--- src/rtl/miriscv_arb_pkg.sv ---
// Shared types and constants for the miriscv instruction/data RAM arbiter.
package miriscv_arb_pkg;

  typedef enum logic {
    PORT_INSTR = 1'b0,
    PORT_DATA  = 1'b1
  } arb_port_e;

  localparam int WORD_W = 32;
  localparam int BE_W   = 4;

  // An all-zero word decodes as an illegal instruction in the core.
  localparam logic [WORD_W-1:0] INSTR_ILLEGAL = 32'h0;

endpackage

--- src/rtl/miriscv_rr_arb2.sv ---
// Two-way request picker for the miriscv RAM arbiter.
// Bit 0 of req_i/gnt_o is the fetch port, bit 1 the load/store port.
// Default build: round-robin on conflict, the port not granted last wins.
// Define MIRISCV_ARB_DATA_PRIO_EN for fixed priority: data always wins a conflict.
module miriscv_rr_arb2
  import miriscv_arb_pkg::*;
(
  input  logic [1:0] req_i,
  input  arb_port_e  last_grant_i,
  output logic [1:0] gnt_o
);

  // Resolve the request pair to a one-hot (or empty) grant.
  always_comb begin
    // NOTE: every output of a combinational block gets a default first, so no
    // path leaves it unassigned and no latch is inferred.
    gnt_o = 2'b00;
    case (req_i)
      2'b01:   gnt_o = 2'b01;
      2'b10:   gnt_o = 2'b10;
      2'b11: begin
`ifdef MIRISCV_ARB_DATA_PRIO_EN
        gnt_o = 2'b10;
`else
        gnt_o = (last_grant_i == PORT_DATA) ? 2'b01 : 2'b10;
`endif
      end
      default: gnt_o = 2'b00;
    endcase
  end

`ifdef MIRISCV_ARB_DATA_PRIO_EN
  // Fixed priority ignores the grant history.
  arb_port_e last_grant_unused;
  assign last_grant_unused = last_grant_i;
`endif

endmodule

--- src/rtl/miriscv_mem_arbiter.sv ---
// Shares the single-port instruction/data RAM between the core's fetch port
// and its load/store port. One access is granted per cycle; its response is
// returned on the owning port one cycle later. Out-of-range accesses are
// granted without touching the RAM and answer with zero data (plus an error
// flag on the data port).
// Define MIRISCV_ARB_DATA_PRIO_EN to give the data port fixed priority.
module miriscv_mem_arbiter
  import miriscv_arb_pkg::*;
#(
  parameter  int RAM_SIZE = 512,
  localparam int AW       = $clog2(RAM_SIZE)
) (
  input  logic              clk_i,
  input  logic              rst_n_i,

  input  logic              instr_req_i,
  input  logic [WORD_W-1:0] instr_addr_i,
  output logic              instr_gnt_o,
  output logic              instr_rvalid_o,
  output logic [WORD_W-1:0] instr_rdata_o,

  input  logic              data_req_i,
  input  logic              data_we_i,
  input  logic [BE_W-1:0]   data_be_i,
  input  logic [WORD_W-1:0] data_addr_i,
  input  logic [WORD_W-1:0] data_wdata_i,
  output logic              data_gnt_o,
  output logic              data_rvalid_o,
  output logic [WORD_W-1:0] data_rdata_o,
  output logic              data_err_o,

  output logic              mem_req_o,
  output logic              mem_we_o,
  output logic [BE_W-1:0]   mem_be_o,
  output logic [AW-1:0]     mem_addr_o,
  output logic [WORD_W-1:0] mem_wdata_o,
  input  logic [WORD_W-1:0] mem_rdata_i
);

  localparam logic [WORD_W-1:0] ADDR_LIMIT = WORD_W'(RAM_SIZE * 4);

  logic [1:0]        gnt;
  logic              any_gnt;
  logic [WORD_W-1:0] sel_addr;
  logic              sel_oor;
  logic [1:0]        addr_lsb_unused;

  arb_port_e         last_grant_q, last_grant_d;

  logic              rsp_valid_q;
  arb_port_e         rsp_owner_q;
  logic              rsp_we_q;
  logic              rsp_err_q;
  logic [WORD_W-1:0] rsp_rdata;

  logic [WORD_W-1:0] instr_rdata_q;
  logic [WORD_W-1:0] data_rdata_q;

  miriscv_rr_arb2 u_rr_arb2 (
    .req_i        ({data_req_i, instr_req_i}),
    .last_grant_i (last_grant_q),
    .gnt_o        (gnt)
  );

  assign instr_gnt_o = gnt[0];
  assign data_gnt_o  = gnt[1];
  assign any_gnt     = |gnt;

  // Address of whichever port owns the grant; the byte offset is irrelevant
  // because every RAM access is a full word.
  assign sel_addr        = gnt[1] ? data_addr_i : instr_addr_i;
  assign sel_oor         = (sel_addr >= ADDR_LIMIT);
  assign addr_lsb_unused = sel_addr[1:0];

  // Drive the RAM from the granted port; fetches are always full-word reads.
  always_comb begin
    mem_req_o   = any_gnt & ~sel_oor;
    mem_we_o    = 1'b0;
    mem_be_o    = '1;
    mem_addr_o  = sel_addr[AW+1:2];
    mem_wdata_o = '0;
    if (gnt[1]) begin
      mem_we_o    = data_we_i & ~sel_oor;
      mem_be_o    = data_be_i;
      mem_wdata_o = data_wdata_i;
    end
  end

  // Remember who was granted last; idle cycles leave the history alone.
  always_comb begin
    last_grant_d = last_grant_q;
    if (any_gnt) begin
      last_grant_d = gnt[1] ? PORT_DATA : PORT_INSTR;
    end
  end

  // Grant history and the one-deep response pipeline.
  always_ff @(posedge clk_i or negedge rst_n_i) begin
    if (!rst_n_i) begin
      last_grant_q <= PORT_DATA;
      rsp_valid_q  <= 1'b0;
      rsp_owner_q  <= PORT_INSTR;
      rsp_we_q     <= 1'b0;
      rsp_err_q    <= 1'b0;
    end else begin
      // NOTE: state registers use non-blocking assignments so every flop
      // samples the pre-edge values regardless of statement order.
      last_grant_q <= last_grant_d;
      rsp_valid_q  <= any_gnt;
      if (any_gnt) begin
        rsp_owner_q <= gnt[1] ? PORT_DATA : PORT_INSTR;
        rsp_we_q    <= gnt[1] & data_we_i;
        rsp_err_q   <= sel_oor;
      end
    end
  end

  // Response data: RAM word for in-range reads, zero for stores and for
  // out-of-range accesses (a zero fetch is an illegal instruction).
  always_comb begin
    rsp_rdata = mem_rdata_i;
    if (rsp_err_q) begin
      rsp_rdata = (rsp_owner_q == PORT_INSTR) ? INSTR_ILLEGAL : '0;
    end else if (rsp_we_q) begin
      rsp_rdata = '0;
    end
  end

  assign instr_rvalid_o = rsp_valid_q & (rsp_owner_q == PORT_INSTR);
  assign data_rvalid_o  = rsp_valid_q & (rsp_owner_q == PORT_DATA);
  assign data_err_o     = data_rvalid_o & rsp_err_q;

  // Each port shows fresh data on its response cycle and otherwise keeps the
  // last word it was given.
  assign instr_rdata_o = instr_rvalid_o ? rsp_rdata : instr_rdata_q;
  assign data_rdata_o  = data_rvalid_o  ? rsp_rdata : data_rdata_q;

  // Capture each port's delivered word so it holds between responses.
  always_ff @(posedge clk_i or negedge rst_n_i) begin
    if (!rst_n_i) begin
      // NOTE: these are plain output-holding registers, not a storage array,
      // so resetting them is cheap and makes the rdata outputs reset to zero.
      instr_rdata_q <= '0;
      data_rdata_q  <= '0;
    end else begin
      if (instr_rvalid_o) instr_rdata_q <= rsp_rdata;
      if (data_rvalid_o)  data_rdata_q  <= rsp_rdata;
    end
  end

endmodule

--- config.mk ---
export PLATFORM = sky130hd
export DESIGN_NAME = miriscv_mem_arbiter
export DESIGN_NICKNAME = d
export VERILOG_FILES = /design/src/rtl/miriscv_arb_pkg.sv /design/src/rtl/miriscv_rr_arb2.sv /design/src/rtl/miriscv_mem_arbiter.sv
export SDC_FILE = /design/constraint.sdc
export NUM_CORES = 1
export LEC_CHECK = 0
export BUFFER_PORTS_ARGS = -buffer_cell sky130_fd_sc_hd__buf_2
export CAP_MARGIN = 40
export CORE_AREA = 2 2 99 101
export CTS_BUF_LIST = sky130_fd_sc_hd__clkbuf_8
export DETAILED_ROUTE_END_ITERATION = 12
export DIE_AREA = 0 0 101 103
export PLACE_DENSITY = 0.7
export SLEW_MARGIN = 10
export SYNTH_ARGS = -nofsm -noshare
export SYNTH_HDL_FRONTEND = slang
export SYNTH_SLANG_ARGS = --single-unit
--- constraint.sdc ---
create_clock -name clk_i -period 3.4 [get_ports clk_i]
set_input_delay 0.34 -clock clk_i [delete_from_list [all_inputs] [get_ports clk_i]]
set_output_delay 0.34 -clock clk_i [all_outputs]
set_load 0.02 [all_outputs]
## After elaboration in Yosys (flattened, before gate mapping)

Cells that the tools add are included.

| operators by class | value |
|---|---|
| bitwise operators | 8 |
| order comparisons | 1 |
| reduce and logical (&&, ||, !) cells | 1 |
| eq/ne operators | 3 |
| mux-type cells | 11 |

Operators with widths:

| operator | number |
|---|---|
| $mux 32 | 6 |
| $ge 32x12->1 const B | 1 |
| $and 1x1->1 | 6 |
| $pmux 2 s3 | 1 |
| $eq 2x2->1 const B | 2 |
| $mux 4 | 1 |
| $eq 2x1->1 const B | 1 |
| $mux 1 | 2 |
| $mux 2 | 1 |
| $not 1->1 | 2 |
| $reduce_or 2->1 | 1 |

| storage, ports and cells | value |
|---|---|
| input bits | 137 |
| register bits after elaboration | 69 |

## Logic depth before layout (Yosys ltp)

Gate-level depths: netlist (run 1).

| depth | value |
|---|---|
| depth after elaboration | 7 |
| depth in mapped cells | 5 |
| gate-level depth less buffers | 4 |

## By module

From an unflattened synthesis (run 1), not the netlist that was laid out.

| second synthesis, totals | value |
|---|---|
| cell total of the unflattened synthesis | 332 |
| area, all modules | 3,042.9 um^2 |

By module, submodules not included:

| module | cells each | area an instance (um^2) | times used | sequential area each (um^2) |
|---|---|---|---|---|
| miriscv_mem_arbiter | 329 | 3,024.2 | 1 | 1,727.9 |
| miriscv_rr_arb2 | 3 | 18.8 | 1 | 0.0 |

## Worst setup path after synthesis (run 1)

OpenSTA, ideal clock, no wires.

| path | value |
|---|---|
| path kind | register to output |
| start | register rsp_owner_q |
| end | output instr_rdata_o[23] |
| cell stages (with the launch flop) | 5 |
| arrival time | 1.367 ns |
| required time | 3.060 ns |
| path slack | 1.693 ns |
| cell sequence | dfrtp_1 > nand2b_1 > buf_2 > buf_2 > o21ai_0 |

| on the way | value |
|---|---|
| longest elaborated chain between the ends | 3 |

RTL lines:

| what | line | source |
|---|---|---|
| from (decl) | miriscv_mem_arbiter.sv:51 | `arb_port_e rsp_owner_q;` |
| from (signal assigned) | miriscv_mem_arbiter.sv:111 | `rsp_owner_q <= gnt[1] ? PORT_DATA : PORT_INSTR;` |
| $not 1->1 | miriscv_mem_arbiter.sv:129 | `assign instr_rvalid_o = rsp_valid_q & (rsp_owner_q == PORT_INSTR);` |
| $and 1x1->1 | miriscv_mem_arbiter.sv:129 |  |
| $mux 32 | n/a |  |
| to (decl) | miriscv_mem_arbiter.sv:20 | `output logic [WORD_W-1:0] instr_rdata_o,` |

Every way passes these cells.

## Final worst setup path (run 1)

| path | value |
|---|---|
| start | register rsp_we_q |
| end | output instr_rdata_o[31] |

| on the way | value |
|---|---|
| longest elaborated chain between the ends | 3 |

RTL lines:

| what | line | source |
|---|---|---|
| from (decl) | miriscv_mem_arbiter.sv:52 | `logic rsp_we_q;` |
| from (signal assigned) | miriscv_mem_arbiter.sv:112 | `rsp_we_q <= gnt[1] & data_we_i;` |
| $mux 32 | miriscv_mem_arbiter.sv:124 | `end else if (rsp_we_q) begin` |
| $mux 32 | miriscv_mem_arbiter.sv:122 | `if (rsp_err_q) begin` |
| $mux 32 | n/a |  |

Every way passes these cells.

==> key figures, run 1 <==
Outcome
  – Outcome: finished clean

Floorplanning
  – Core area: 9460 um^2
  – I/O Pins: between 200 and 300
  – Row count: 36
  – Die W: 101 um
  – Die area: between 10000 and 15000 um^2
  – Starting density of the core: about a third
  – Die Ht: 103 um

Route
  – Pre-antenna DRT Iters: 4
  – DRC: 0
  – Via density: 4.60
  – Residual antenna-violating net count after detailed routing: 0
  – Detailed Route Iter0 Violations: 130
  – Final WL: between 10000 and 15000 um
  – Total vias in the final route: around 3.2k
  – Drt wl/cell: 16.5 um

CTS
  – Clock slew at reported path FFs: roughly 0.070 ns
  – CTS tree: built
  – # H-tree levels: 3
  – Clk Latency, worst-skew pair: around 0.33 ns
  – Resize count post-CTS: 0
  – Clock buffer depth: 2
  – Clk root buf: clkbuf_8
  – TritonCTS Sinks: 69
  – TritonCTS Buffers: 9
  – Postcts setup bufs: 0

Final layout
  – Most frequent cells in the layout: 248 x buf_2, 97 x nand2_1, 68 x dfrtp_1
  – Final Net Count: 715
  – Share of cells above drive strength 1: about half
  – Commonest non-fill, non-tap cell in the layout: buf_2
  – FF/Latch Area: 1730 um^2
  – Fillcell total: 950
  – Area Growth Syn to Fin: 52.7%
  – Multi-input gate area: 1220 um^2

STA
  – Worst hold slack: 0.276 ns
  – Final hold vios: 0
  – Final Skew: 0.0127 ns
  – Fmax: 374 MHz
  – Setup tns final: 0 ns
  – Worst rel slew slack: 44.1%
  – Pins over their slew limit: 0
  – Final setup vio count: 0
  – Final period utilization: 78.7%
  – Tmin final: 2.67 ns
  – Worst-Margin Slew: 0.837 ns
  – RSZ-0062 raised after global routing: false

Setup path
  – Worst Setup Start Kind: flop
  – CP Buf/Inv Count: 2
  – Delay-heaviest family, CP: simple AND/OR/NAND/NOR gates
  – Worst r2r dst: instr_rdata_q[31]
  – Crit end category: output port
  – Crit Path Category: flop to output port
  – Levels on crit path: 5
  – Critical Path AT: 2.33 ns
  – Worst path slowest cell: nor2_2
  – Worst path max stage delay: 0.66 ns
  – Critical path cell sequence: nor2_2, buf_4, nand2_1, o21ai_0, buf_2
  – CP max FO: 18
  – Required time of the critical path: 3.06 ns
  – Reg-to-Reg Start: rsp_we_q
  – FF-to-FF path depth: 4
  – R2R setup slack: about 1.5 ns

Run
  – Maxcap violations: 0

Placement
  – Global placement routability congestion: approximately 0.84
  – Port bufs: 248
  – Post-DP HPWL: 9260 um

Power
  – Internal power: ~0.0014 W
  – Leak pwr: roughly 2.6 nW
  – Worst vdd ir: 0.000280 V
  – Clock power frac: 39.4%
  – Net Sw Frac: 26.4%
  – Switching Power: 0.000495 W
  – Logic gate share of total power: between 10% and 20%
  – Sequential cell fraction of total power: 44.1%
  – PD cells: roughly 400 nW/um^2

GRT
  – Largest net degree at the start of global routing: 43
  – Initial antenna violation count: 3
  – First-pass GRT wire length: 16300 um
  – Most Used Layer, Global Route: met2
  – Overflow after GRT: 0
  – GR Layer Usage met3: 5.76%
  – Global Route met1 Usage: approximately a quarter
  – Met2 usage: 34.9%
  – Vias in the first global route: 3072
  – Tot GR Track Use: around a fifth

Worst hold path
  – Hold Path Depth: 2
  – Worst Hold End: rsp_we_q
  – Hold Crit Class: input port to flop
  – Hold Crit Start: data_we_i

Synthesis
  – #FFs+latches synth: 69
  – Post-Syn Nets: 470
  – Seq/Total Area, Yosys: a little under three fifths
  – Cell area after synthesis: 3070 um^2
  – Cells after Synth: approximately 330
  – Library cells used by synthesis: 24
  – Avg Cell Area, Syn: between 9 and 10 um^2
  – Yosys warns: 0
[kinds of logic after synthesis]
kind of cell | synth area share [%]
and+or+nand+nor | 24.0
DFF | 56.3
AOI/OAI and AO/OA | 11.8
buffers and inverters | 4.12
muxes | 3.67
[worst reg2reg max path, stage by stage (launching register included)]
cell and delay, ns:
dfrtp_1 0.40, nor2_2 0.66, buf_4 0.36, nand2_1 0.11, o21ai_0 0.26
[Yosys cell counts]
| cell | number | area, um^2 |
|---|---|---|
| nand2_1 | 98 | 368 |
| dfrtp_1 | 68 | 1700 |
| o21ai_0 | 60 | 300 |
| and2_1 | 32 | 200 |
| buf_2 | 13 | 65.1 |
| mux2_2 | 10 | 113 |
| nor4_1 | 9 | 56.3 |
| nand2b_1 | 5 | 31.3 |
| nor2_1 | 5 | 18.8 |
| clkbuf_1 | 4 | 15.0 |
| clkbuf_2 | 4 | 20.0 |
| inv_1 | 4 | 15.0 |
| nor3_1 | 4 | 20.0 |
| o21ai_1 | 4 | 20.0 |
| and3_1 | 2 | 12.5 |
| nand4_1 | 2 | 12.5 |
| nor2_2 | 2 | 12.5 |
| a21boi_4 | 1 | 18.8 |
| a21o_1 | 1 | 7.51 |
| a22o_1 | 1 | 8.76 |
| buf_6 | 1 | 11.3 |
| dfstp_2 | 1 | 26.3 |
| nand3_1 | 1 | 5.00 |
| o21a_1 | 1 | 7.51 |
[cell type report]
class | count | share of cell area, %
Clock buffer | 10 | 2.94
Timing Repair Buffer | 256 | 28.8
Multi-Input combinational cell | 238 | 26.0
Antenna cell | 2 | 0.107
Inverter | 4 | 0.321
Sequential cell | 69 | 36.9
Tap cell | 114 | 3.05
Clock inverter | 6 | 1.87
[per-stage QoR]
stage	setup WS [ns]	util, %	area (um^2)	power (W)	instances
5_1_grt	0.562	49.5	4680	0.00196	699
3_3_place_gp	1.11	46.2	4370	0.00113	677
3_5_place_dp	1.06	47.0	4440	0.00116	680
2_1_floorplan	1.69	-	3070	0.000993	333
6_report	0.726	49.5	4680	0.00188	699
4_1_cts	0.700	49.4	4680	0.00191	697
[worst max-delay path by stage]
stage / startpoint / to
final: rsp_we_q / instr_rdata_o[31]
after detailed placement: rsp_we_q / instr_rdata_o[31]
after CTS: rsp_we_q / instr_rdata_o[31]
after global routing: rsp_we_q / data_rdata_o[26]
after floorplan: rsp_owner_q / instr_rdata_o[23]
after global placement: rsp_we_q / data_rdata_o[31]
[power by group through the flow]
stage / Clock (W) / Sequential [W] / Combinational (W)
detailed placement: 0 / 0.000845 / 0.000310
CTS: 0.000770 / 0.000829 / 0.000312
finish: 0.000740 / 0.000829 / 0.000310
floorplan: 0 / 0.000844 / 0.000149
global route: 0.000794 / 0.000829 / 0.000339
global placement: 0 / 0.000845 / 0.000289
[state kept, by name, summed over array words and instances, names as in the netlist]
signal,flops
rsp_we_q,1
instr_rdata_q,32
data_rdata_q,32
rsp_owner_q,1
last_grant_q,1
rsp_err_q,1
rsp_valid_q,1
[per-layer routing]
metal / wire (um) / vias to the layer above
met4: 274 / 2
met2: 5650 / 144
li1: - / 1594
met5: 13 / -
met3: 785 / 19
met1: 4800 / 1454
[what timing repair did]
item                                   CTS  global route
hold buffers                             1             0
setup endpoints to repair                0             0
endpoints found under the hold margin   12             0
Power figures use the tool's default switching activity.
==> run 2: changes to the inputs <==
--- a/config.mk
+++ b/config.mk
@@ -5,13 +5,14 @@
 export SDC_FILE = /design/constraint.sdc
 export NUM_CORES = 1
 export LEC_CHECK = 0
+export ABC_AREA = 1
 export BUFFER_PORTS_ARGS = -buffer_cell sky130_fd_sc_hd__buf_2
 export CAP_MARGIN = 40
-export CORE_AREA = 2 2 99 101
+export CORE_MARGIN = 1.5
+export CORE_UTILIZATION = 38
 export CTS_BUF_LIST = sky130_fd_sc_hd__clkbuf_8
 export DETAILED_ROUTE_END_ITERATION = 12
-export DIE_AREA = 0 0 101 103
-export PLACE_DENSITY = 0.7
+export PLACE_DENSITY = 0.79
 export SLEW_MARGIN = 10
 export SYNTH_ARGS = -nofsm -noshare
 export SYNTH_HDL_FRONTEND = slang
==> constraint.sdc (replaced) <==
create_clock -name clk_i -period 2.4 [get_ports clk_i]
set_input_delay 0.24 -clock clk_i [delete_from_list [all_inputs] [get_ports clk_i]]
set_output_delay 0.24 -clock clk_i [all_outputs]
set_load 0.02 [all_outputs]
==> run 2 against run 1 <==
Compared with the run above:
- global-route usage shrank 0.44 points
- critical path type unchanged
- cell count grew 12%
- synthesized area grew 11%
- cell area grew 4.1%
==> key figures, run 2 <==
Power
  – PD cells: 617 nW/um^2
  – Switching Power: 0.000984 W
  – Leak pwr: 2.93 nW
  – Clock power frac: 32.4%
  – Net Sw Frac: 32.7%
  – Logic gate share of total power: 25.1%
  – Sequential cell fraction of total power: 42.4%
  – Worst vdd ir: 0.000260 V
  – Internal power: 0.00202 W

Synthesis
  – Library cells used by synthesis: 22
  – Avg Cell Area, Syn: 7.88 um^2
  – Post-Syn Nets: around 570
  – Cell area after synthesis: 3390 um^2
  – Area contributors post-synth: dfrtp_1 50%, nand2_1 16%, nor2_1 6.6%, inv_1 5.6%, o21ai_2 4.7%
  – Most instantiated cells after synthesis: 144 x nand2_1, 68 x dfrtp_1, 60 x nor2_1
  – Most frequent cell after synthesis: nand2_1
  – Post-synth ARST share: 100%
  – #FFs+latches synth: 69
  – Post-synth top flop: dfrtp_1
  – Cells after Synth: 430
  – Yosys warns: 0
  – Seq/Total Area, Yosys: 51.0%
  – Largest area contributor in the netlist: dfrtp_1
  – Synth top area share: 50.2%
  – EDFF count, synth: 0

Setup path
  – Worst setup path startpoint: last_grant_q
  – Reg-to-Reg Start: rsp_valid_q
  – Worst path max stage delay: 0.54 ns
  – Crit end category: output port
  – CP max FO: 33
  – Crit Path Category: flop to output port
  – Delay-heaviest family, CP: flip-flops
  – Required time of the critical path: 2.16 ns
  – Most frequent CP cell: nand2_1
  – Worst path slowest cell: dfstp_2
  – Worst Setup Start Kind: flop
  – CP Buf/Inv Count: 2
  – Critical Path AT: between 1.5 and 2 ns
  – Critical path cell sequence: nand2_2, nand2_4, buf_4, nand2_1, nand2_1, buf_2

STA
  – Final setup vio count: 0
  – Worst-Margin Slew: approximately 0.8 ns
  – Setup tns final: 0 ns
  – Pins over their slew limit: 0
  – Fmax: 468 MHz
  – Final Skew: 0.0106 ns
  – Tmin final: 2.13 ns
  – RSZ-0062 raised after global routing: false
  – Worst rel slew slack: 45.6%
  – Final period utilization: 88.9%
  – Worst hold slack: around 0.13 ns
  – Final hold vios: 0

GRT
  – Initial antenna violation count: 0
  – Largest net degree at the start of global routing: 36
  – First-pass GRT wire length: 15900 um
  – Vias in the first global route: 3390
  – Tot GR Track Use: between 20 and 25%
  – Overflow after GRT: 0

Floorplanning
  – Starting density of the core: 39.1%
  – Core area: 8680 um^2
  – Row count: 34
  – Die area: ~9500 um^2
  – I/O Pins: 253
  – Die Ht: between 90 and 100 um
  – Die W: 97.4 um

Worst hold path
  – Hold Crit Class: input port to flop
  – Hold Crit Start: data_we_i

CTS
  – Clk Latency, worst-skew pair: about 0.33 ns
  – TritonCTS Buffers: 9
  – Clk root buf: clkbuf_8
  – Post-cts hold buffer count: 1
  – Resize count post-CTS: 0
  – Postcts setup bufs: 0
  – Clock buffer depth: 2
  – # H-tree levels: 3
  – Clock slew at reported path FFs: roughly 0.080 ns
  – TritonCTS Sinks: 69
  – CTS tree: built

Route
  – Residual antenna-violating net count after detailed routing: 0
  – Total vias in the final route: between 3k and 4k
  – Final WL: 10100 um
  – Via density: 4.55
  – DRC: 0
  – Drt wl/cell: 12.9 um
  – Detailed Route Iter0 Violations: 153
  – Pre-antenna DRT Iters: 4

Final layout
  – Most frequent cells in the layout: 248 x buf_2, 142 x nand2_1, 68 x dfrtp_1
  – Share of cells above drive strength 1: 43.7%
  – Area Growth Syn to Fin: 43.8%
  – Biggest regs: data_rdata_q: 32 flops, instr_rdata_q: 32 flops
  – Commonest non-fill, non-tap cell in the layout: buf_2
  – # diodes: 0
  – Final Net Count: 810

Placement
  – Port bufs: 248
  – Global placement routability congestion: 0.810
  – Post-DP HPWL: 7920 um

Run
  – Maxcap violations: 0

Outcome
  – Outcome: finished clean
## run 2: cell count changes in the layout (fill, tap and decap cells not counted), sizes merged, moves of 2 or more
cell / delta
or2: +4
nand2: +48
nand3: +4
inv: +49
nor4: -9
and2: -31
nand2b: -5
and3: -2
diode: -2
nor2: +54
o21ai: +2
mux2: -10
nand4: -2
nor3: -2
## run 2: cell type report
type	instances	area [um^2]
clock buffer	10	138
clock inverter	6	68.8
fill	799	3800
inverter	52	195
multi-input combinational	286	1280
sequential	69	1730
tap	108	135
timing repair buffer	255	1330
## run 2: logic make-up after synthesis
kind of cell	after synthesis	share of synthesized area (%)
buf+inv	75	11.5
simple gates	219	25.5
compound gates	67	12.0
flops	69	51.0
## run 2: path summary, 6_finish.rpt
kind                                           to  slack [ns]  depth (start not counted)
worst min-delay path                     rsp_we_q        0.13                          3
min in group asynchronous        data_rdata_q[29]        0.53                          2
max in group asynchronous            last_grant_q        1.13                          3
worst max register to register   data_rdata_q[24]        0.97                          4
worst min register to register  instr_rdata_q[14]        0.47                          2
worst max-delay path                mem_addr_o[6]        0.27                          6
## run 2: power groups by stage
stage | Sequential (W) | Clock (W) | Combinational (W)
finish | 0.00127 | 0.000975 | 0.000756
global route | 0.00128 | 0.00105 | 0.000825
CTS | 0.00128 | 0.00101 | 0.000763
detailed placement | 0.00130 | 0 | 0.000759
global placement | 0.00129 | 0 | 0.000743
floorplan | 0.00129 | 0 | 0.000462
## run 2: stage by stage
| step | area (um^2) | power, W | utilization, % | setup slack (ns) | cells |
|---|---|---|---|---|---|
| finish | 4870 | 0.00301 | 56.2 | 0.265 | 786 |
| CTS | 4870 | 0.00305 | 56.2 | 0.239 | 786 |
| global placement | 4660 | 0.00204 | 53.7 | 0.632 | 769 |
| detailed placement | 4660 | 0.00206 | 53.7 | 0.622 | 769 |
| global route | 4870 | 0.00316 | 56.2 | 0.102 | 786 |
| floorplan | 3390 | 0.00175 | - | 0.898 | 430 |
## run 2: worst min-delay path, cell delays in order
cell     delay [ns]
buf_2          0.08
nand2_1        0.06
nand2_1        0.05
## run 2: metal layers
layer  global-route usage [%]  wire length (um)  vias up
met4                     4.95                89        0
met3                     4.46               626        8
met2                     36.3              5210      143
li1                         -                 -     1813
met5                        0                 0        -
met1                     26.0              4200     1614
